### src/rtl/spi_slave_rsp_if.sv
// SPI pin bundle plus fabric-side word handshake for spi_slave_rsp.
// word_cnt is present only when SPI_SLAVE_RSP_WCNT_EN is defined.
interface spi_slave_rsp_if #(
    parameter int DATA_W = 8
);
    logic              s_sck;
    logic              s_mosi;
    logic              s_ss;
    logic              s_miso;
    logic              enable_slave;
    logic [DATA_W-1:0] rx_data;
    logic              rx_valid;
    logic [DATA_W-1:0] tx_data;
    logic              tx_valid;
    logic              tx_ready;
    logic              tx_underrun;
    logic              frame_abort;
    logic              busy;
`ifdef SPI_SLAVE_RSP_WCNT_EN
    logic [15:0]       word_cnt;
`endif

    modport slave (
        input  s_sck, s_mosi, s_ss, tx_data, tx_valid,
        output s_miso, enable_slave, rx_data, rx_valid, tx_ready,
        output tx_underrun, frame_abort, busy
`ifdef SPI_SLAVE_RSP_WCNT_EN
        , output word_cnt
`endif
    );

    modport master (
        output s_sck, s_mosi, s_ss, tx_data, tx_valid,
        input  s_miso, enable_slave, rx_data, rx_valid, tx_ready,
        input  tx_underrun, frame_abort, busy
`ifdef SPI_SLAVE_RSP_WCNT_EN
        , input word_cnt
`endif
    );
endinterface

### src/rtl/spi_slave_rsp.sv
// Oversampling SPI mode-0 responder: deserialises MOSI words, serialises a one-entry TX holding register.
// Optional per-frame received-word counter enabled by SPI_SLAVE_RSP_WCNT_EN.
module spi_slave_rsp #(
    parameter int                DATA_W = 8,
    parameter logic [DATA_W-1:0] DUMMY  = '1
) (
    input logic            clk,
    input logic            rst,
    spi_slave_rsp_if.slave bus
);
    localparam int               CNT_W    = (DATA_W > 1) ? $clog2(DATA_W) : 1;
    localparam logic [CNT_W-1:0] LAST_BIT = CNT_W'(DATA_W - 1);
    localparam logic [0:0]       IDLE     = 1'b0;
    localparam logic [0:0]       ACTIVE   = 1'b1;

    logic sck_s1_reg, sck_s2_reg, sck_s3_reg;
    logic ss_s1_reg, ss_s2_reg, ss_s3_reg;
    logic mosi_s1_reg, mosi_s2_reg;
    logic sync_vld_reg, armed_reg;

    // The ss presets look like a high select, so a select already low at reset
    // release would fake a falling edge; armed_reg waits for a genuine high sample.
    always_ff @(posedge clk) begin
        if (rst) begin
            sck_s1_reg   <= 1'b0;
            sck_s2_reg   <= 1'b0;
            sck_s3_reg   <= 1'b0;
            ss_s1_reg    <= 1'b1;
            ss_s2_reg    <= 1'b1;
            ss_s3_reg    <= 1'b1;
            mosi_s1_reg  <= 1'b0;
            mosi_s2_reg  <= 1'b0;
            sync_vld_reg <= 1'b0;
            armed_reg    <= 1'b0;
        end else begin
            sck_s1_reg   <= bus.s_sck;
            sck_s2_reg   <= sck_s1_reg;
            sck_s3_reg   <= sck_s2_reg;
            ss_s1_reg    <= bus.s_ss;
            ss_s2_reg    <= ss_s1_reg;
            ss_s3_reg    <= ss_s2_reg;
            mosi_s1_reg  <= bus.s_mosi;
            mosi_s2_reg  <= mosi_s1_reg;
            sync_vld_reg <= 1'b1;
            if (sync_vld_reg && ss_s1_reg)
                armed_reg <= 1'b1;
        end
    end

    logic sck_rise, sck_fall, ss_rise, ss_fall;
    assign sck_rise = sck_s2_reg & ~sck_s3_reg;
    assign sck_fall = ~sck_s2_reg & sck_s3_reg;
    assign ss_rise  = ss_s2_reg & ~ss_s3_reg;
    assign ss_fall  = ~ss_s2_reg & ss_s3_reg & armed_reg;

    logic [0:0]        state_reg;
    logic [CNT_W-1:0]  bit_cnt_reg;
    logic [DATA_W-2:0] rx_shift_reg;
    logic [DATA_W-1:0] tx_shift_reg;
    logic [DATA_W-1:0] hold_reg;
    logic [DATA_W-1:0] rx_data_reg;
    logic              tx_ready_reg;
    logic              word_done_reg;
    logic              rx_valid_reg;
    logic              tx_underrun_reg;
    logic              frame_abort_reg;

    logic              frame_start, word_end;
    logic [DATA_W-1:0] next_word;
    assign frame_start = (state_reg == IDLE) && ss_fall;
    assign word_end    = (state_reg == ACTIVE) && !ss_rise && sck_rise && (bit_cnt_reg == LAST_BIT);
    assign next_word   = tx_ready_reg ? DUMMY : hold_reg;

    always_ff @(posedge clk) begin
        if (rst) begin
            state_reg       <= IDLE;
            bit_cnt_reg     <= '0;
            rx_shift_reg    <= '0;
            tx_shift_reg    <= '0;
            hold_reg        <= '0;
            rx_data_reg     <= '0;
            tx_ready_reg    <= 1'b1;
            word_done_reg   <= 1'b0;
            rx_valid_reg    <= 1'b0;
            tx_underrun_reg <= 1'b0;
            frame_abort_reg <= 1'b0;
        end else begin
            rx_valid_reg    <= 1'b0;
            tx_underrun_reg <= 1'b0;
            frame_abort_reg <= 1'b0;

            if (bus.tx_valid && tx_ready_reg) begin
                hold_reg     <= bus.tx_data;
                tx_ready_reg <= 1'b0;
            end

            case (state_reg)
                IDLE: begin
                    if (frame_start) begin
                        tx_shift_reg <= next_word;
                        if (tx_ready_reg)
                            tx_underrun_reg <= 1'b1;
                        else
                            tx_ready_reg <= 1'b1;
                        bit_cnt_reg   <= '0;
                        word_done_reg <= 1'b0;
                        state_reg     <= ACTIVE;
                    end
                end
                default: begin
                    // Deselect wins over any sck edge detected in the same cycle.
                    if (ss_rise) begin
                        if (bit_cnt_reg != '0)
                            frame_abort_reg <= 1'b1;
                        bit_cnt_reg   <= '0;
                        word_done_reg <= 1'b0;
                        state_reg     <= IDLE;
                    end else if (sck_rise) begin
                        rx_shift_reg <= {rx_shift_reg[DATA_W-3:0], mosi_s2_reg};
                        if (word_end) begin
                            rx_data_reg   <= {rx_shift_reg, mosi_s2_reg};
                            rx_valid_reg  <= 1'b1;
                            bit_cnt_reg   <= '0;
                            word_done_reg <= 1'b1;
                        end else begin
                            bit_cnt_reg <= bit_cnt_reg + CNT_W'(1);
                        end
                    end else if (sck_fall) begin
                        if (word_done_reg) begin
                            tx_shift_reg <= next_word;
                            if (tx_ready_reg)
                                tx_underrun_reg <= 1'b1;
                            else
                                tx_ready_reg <= 1'b1;
                            word_done_reg <= 1'b0;
                        end else begin
                            tx_shift_reg <= {tx_shift_reg[DATA_W-2:0], 1'b0};
                        end
                    end
                end
            endcase
        end
    end

`ifdef SPI_SLAVE_RSP_WCNT_EN
    logic [15:0] word_cnt_reg;

    always_ff @(posedge clk) begin
        if (rst)
            word_cnt_reg <= '0;
        else if (frame_start)
            word_cnt_reg <= '0;
        else if (word_end && word_cnt_reg != 16'hFFFF)
            word_cnt_reg <= word_cnt_reg + 16'd1;
    end

    assign bus.word_cnt = word_cnt_reg;
`endif

    // Outside a frame MISO idles high; inside, the shifter MSB is the current bit.
    assign bus.s_miso       = (state_reg == ACTIVE) ? tx_shift_reg[DATA_W-1] : 1'b1;
    assign bus.enable_slave = (state_reg == ACTIVE);
    assign bus.busy         = (state_reg == ACTIVE);
    assign bus.rx_data      = rx_data_reg;
    assign bus.rx_valid     = rx_valid_reg;
    assign bus.tx_ready     = tx_ready_reg;
    assign bus.tx_underrun  = tx_underrun_reg;
    assign bus.frame_abort  = frame_abort_reg;
endmodule

### src/flat_wrapper.sv
// flat-port wrapper written by rule: the top's interface ports become plain ports
module spi_slave_rsp_flat 
#(
    parameter int                DATA_W = 8,
    parameter logic [DATA_W-1:0] DUMMY  = '1
)
  (clk, rst, bus_s_sck, bus_s_mosi, bus_s_ss, bus_tx_data, bus_tx_valid, bus_s_miso, bus_enable_slave, bus_rx_data, bus_rx_valid, bus_tx_ready, bus_tx_underrun, bus_frame_abort, bus_busy);
  spi_slave_rsp_if #(.DATA_W(DATA_W)) bus_i ();
  input logic clk;
  input logic rst;
  input wire logic [$bits(bus_i.s_sck)-1:0] bus_s_sck;
  input wire logic [$bits(bus_i.s_mosi)-1:0] bus_s_mosi;
  input wire logic [$bits(bus_i.s_ss)-1:0] bus_s_ss;
  input wire logic [$bits(bus_i.tx_data)-1:0] bus_tx_data;
  input wire logic [$bits(bus_i.tx_valid)-1:0] bus_tx_valid;
  output wire logic [$bits(bus_i.s_miso)-1:0] bus_s_miso;
  output wire logic [$bits(bus_i.enable_slave)-1:0] bus_enable_slave;
  output wire logic [$bits(bus_i.rx_data)-1:0] bus_rx_data;
  output wire logic [$bits(bus_i.rx_valid)-1:0] bus_rx_valid;
  output wire logic [$bits(bus_i.tx_ready)-1:0] bus_tx_ready;
  output wire logic [$bits(bus_i.tx_underrun)-1:0] bus_tx_underrun;
  output wire logic [$bits(bus_i.frame_abort)-1:0] bus_frame_abort;
  output wire logic [$bits(bus_i.busy)-1:0] bus_busy;
  assign bus_i.s_sck = bus_s_sck;
  assign bus_i.s_mosi = bus_s_mosi;
  assign bus_i.s_ss = bus_s_ss;
  assign bus_i.tx_data = bus_tx_data;
  assign bus_i.tx_valid = bus_tx_valid;
  assign bus_s_miso = bus_i.s_miso;
  assign bus_enable_slave = bus_i.enable_slave;
  assign bus_rx_data = bus_i.rx_data;
  assign bus_rx_valid = bus_i.rx_valid;
  assign bus_tx_ready = bus_i.tx_ready;
  assign bus_tx_underrun = bus_i.tx_underrun;
  assign bus_frame_abort = bus_i.frame_abort;
  assign bus_busy = bus_i.busy;
  spi_slave_rsp #(.DATA_W(DATA_W), .DUMMY(DUMMY)) u_core (.clk(clk), .rst(rst), .bus(bus_i));
endmodule
### config.mk
export PLATFORM = sky130hd
export DESIGN_NAME = spi_slave_rsp_flat
export DESIGN_NICKNAME = d
export VERILOG_FILES = /design/src/rtl/spi_slave_rsp_if.sv /design/src/rtl/spi_slave_rsp.sv /design/src/flat_wrapper.sv
export SDC_FILE = /design/constraint.sdc
export NUM_CORES = 1
export LEC_CHECK = 0
export CAP_MARGIN = 0
export CORE_ASPECT_RATIO = 0.7
export CORE_UTILIZATION = 46
export CTS_CLUSTER_DIAMETER = 120
export CTS_CLUSTER_SIZE = 12
export DETAILED_ROUTE_END_ITERATION = 8
export PLACE_DENSITY = 0.77
export REMOVE_ABC_BUFFERS = 1
export SETUP_SLACK_MARGIN = 0.02
export SKIP_CTS_REPAIR_TIMING = 1
export SYNTH_ARGS = -nofsm -noshare
export SYNTH_HDL_FRONTEND = slang
export SYNTH_SLANG_ARGS = --single-unit
### constraint.sdc
create_clock -name clk -period 1.87 [get_ports clk]
set_clock_uncertainty 0.1 [all_clocks]
set_input_delay 0.4675 -clock clk [delete_from_list [all_inputs] [get_ports clk]]
set_output_delay 0.4675 -clock clk [all_outputs]
set_load 0.01 [all_outputs]
==> reports/qor.yml <==
worst_setup_path:
  slowest_delay_ns: 0.54
  cp.required_ns: 1.30
  cp_data_arrival_time_ns: 1.23
  endpoint_kind: "output pin"
  crit_path_cell_trace: "clkdlybuf4s50_1"
  crit_path_max_fanout: 6
  critPathTopFamily: "buffers and inverters"
  critPathSlowestCell: "clkdlybuf4s50_1"
  cp-start-kind: "flop"
  worst-path-buf-inv: 1
  critical_path_class: "reg -> out"
floorplanning:
  rows: 19
  dieArea_mm2: 0.00449
  die_x_um: 79.6
  ios: 29
  design.core.area_mm2: 0.00397
  start_util: 0.489
  die_h_um: 56.3
final_layout:
  most-common-layout-cells: "dfxtp_1 (49), nor2_1 (31), clkdlybuf4s50_1 (27), nand2_1 (26), a21oi_1 (19)"
  num_antenna_cells: 0
  nNetsFinal: 256
  layout-area-overhead-vs-synth_pct: 25.7
  register_area_mm2: 0.00100
  fillers: 323
  final_common_cell: "dfxtp_1"
  stdcell_count: 292
  multiInputGateArea_um2: 865
  drive_gt1_frac: 0.117
placement:
  placedCellCount: 284
  port-buffer-count: 28
  post-place-ws_ns: 0.167
  dp_hpwl_mm: 2.54
  place.gp.congestion: 0.796
job:
  max_cap_violations: 0
sta:
  slew_headroom: 0.657
  worst_pin_slew_ns: 0.514
  drv_slew: 0
  rsz0062_at_grt: "false"
  finalSetupViolCount: 0
  hold_viol_final: 0
  fin_crit_sh: 0.960
  setup_ws_ns: 0.0746
  finalCriticalPeriod_ns: 1.80
  hold_slack_ns: 0.346
  setup_tns_ns: 0
  clock.fmax_ghz: 0.557
routing:
  vias: 1489
  vias_per_cell: 5.10
  dr.pass1.iters: 4
  drc_errors: 0
  postRouteAntennaNets: 0
  drtIter0Drc: 104
  drt_wl_total_mm: 3.45
  wl_per_cell_um: 11.8
cts:
  worst_skew_pair.late_latency_ns: 0.30
  cts-root-buf: "clkbuf_8"
  cts_tree: "done"
  htree_num_levels: 2
  clock_sinks: 50
  cts_buffers: 5
  cts.clk_slew.worst_paths_ns: 0.09
  clockBufferDepth: 2
min_path:
  hold_path_class: "reg -> reg"
grt:
  grt-ovfl-total: 0
  grt_antenna_before_repair: 0
  grt_max_degree: 26
  grt_pass1_vias: 1264
  track_usage: 0.171
  grt_pass1_wl_mm: 5.85
yosys:
  synth_mux_area_frac: 0.0774
  seq_area_frac_synth: 0.516
  synthAdderAreaFrac: 0.0193
  synthSimpleGateAreaFrac: 0.215
  synth.avg_cell_area_um2: 9.37
  synth_seq_cells: 50
  synth_top_family_by_area: "simple AND/OR/NAND/NOR gates"
  synth_flop_cell: "dfxtp_1"
  synth_area_mm2: 0.00194
  synth_edf_count: 0
  synth_cell_types: 36
  async_flop_share: 0
  synth_xor_area_frac: 0
  synth-compound-area-share: 0.133
  yosys_warnings: 0
  netlist_instances: 207
pwr:
  powerDensity_mw_per_mm2: 825
  p_leak_uw: 0.00106
  total_power_uw: 2010
  vdd_drop_max_mv: 0.502
status:
  status: "finished, final reports clean"
==> per-layer routing <==
layer / global-route usage / part of all wire / vias to the layer above
li1: - / - / 768
met1: 0.257 / 0.53 / 675
met2: 0.221 / 0.39 / 42
met3: 0.0520 / 0.063 / 4
met4: 0.0701 / 0.013 / 0
met5: 0 / 0 / -
==> where the power goes <==
part	switching, uW	internal, uW	leakage (uW)
clock	353	398	0.0000504
combinational	77.3	74.7	0.000601
sequential	16.4	1090	0.000408
total	447	1560	0.00106
==> cell families after synthesis <==
logic type      after synthesis
mux                          15
buf+inv                      16
flops                        50
simple gates                 86
compound gates               37
fa+ha+maj                     3
==> worst register-to-register path: stages, from the launching register on <==
cell and delay (ns):
dfxtp_1 0.33, nor2b_1 0.37, a31oi_4 0.15, buf_12 0.17, a211o_1 0.23, a21oi_1 0.14
==> cell type report <==
class                           count  area share
Sequential cell                    50       0.412
Multi-Input combinational cell    141       0.355
Timing Repair Buffer               37       0.154
Clock buffer                        5      0.0282
Tap cell                           52      0.0267
Clock inverter                      3      0.0185
Inverter                            4     0.00616
==> synth_stat cells (all sizes together), types with 4 or more instances <==
library cell / instances / area share
clkbuf: 5 / 0.0097
nand2: 26 / 0.050
nand3: 4 / 0.013
nor2: 31 / 0.060
a21oi: 21 / 0.058
or2: 4 / 0.013
dfxtp: 50 / 0.52
a211o: 7 / 0.032
buf: 7 / 0.021
mux2i: 15 / 0.077
inv: 4 / 0.0077
nor2b: 6 / 0.019
==> worst paths after layout <==
path / slack (ns) / startpoint / endpoint / depth (start not counted)
worst min-delay path: 0.35 / u_core.mosi_s1_reg$_SDFF_PP0_ / u_core.mosi_s2_reg$_SDFF_PP0_ / 1
worst max-delay path: 0.07 / u_core.bus.busy$_SDFF_PP0_ / bus_busy / 1
worst max register to register: 0.32 / u_core.sck_s3_reg$_SDFF_PP0_ / u_core.tx_shift_reg[3]$_SDFFE_PP0P_ / 5
worst min register to register: 0.35 / u_core.mosi_s1_reg$_SDFF_PP0_ / u_core.mosi_s2_reg$_SDFF_PP0_ / 1
==> per-stage QoR <==
| step | area (um^2) | util |
|---|---|---|
| 3_5_place_dp | 2320 | 0.584 |
| 3_3_place_gp | 2320 | 0.584 |
| 2_1_floorplan | 1880 | - |
| 5_1_grt | 2440 | 0.614 |
| 6_report | 2440 | 0.614 |
| 4_1_cts | 2430 | 0.613 |
No activity file was read; power rests on OpenSTA's default activity.
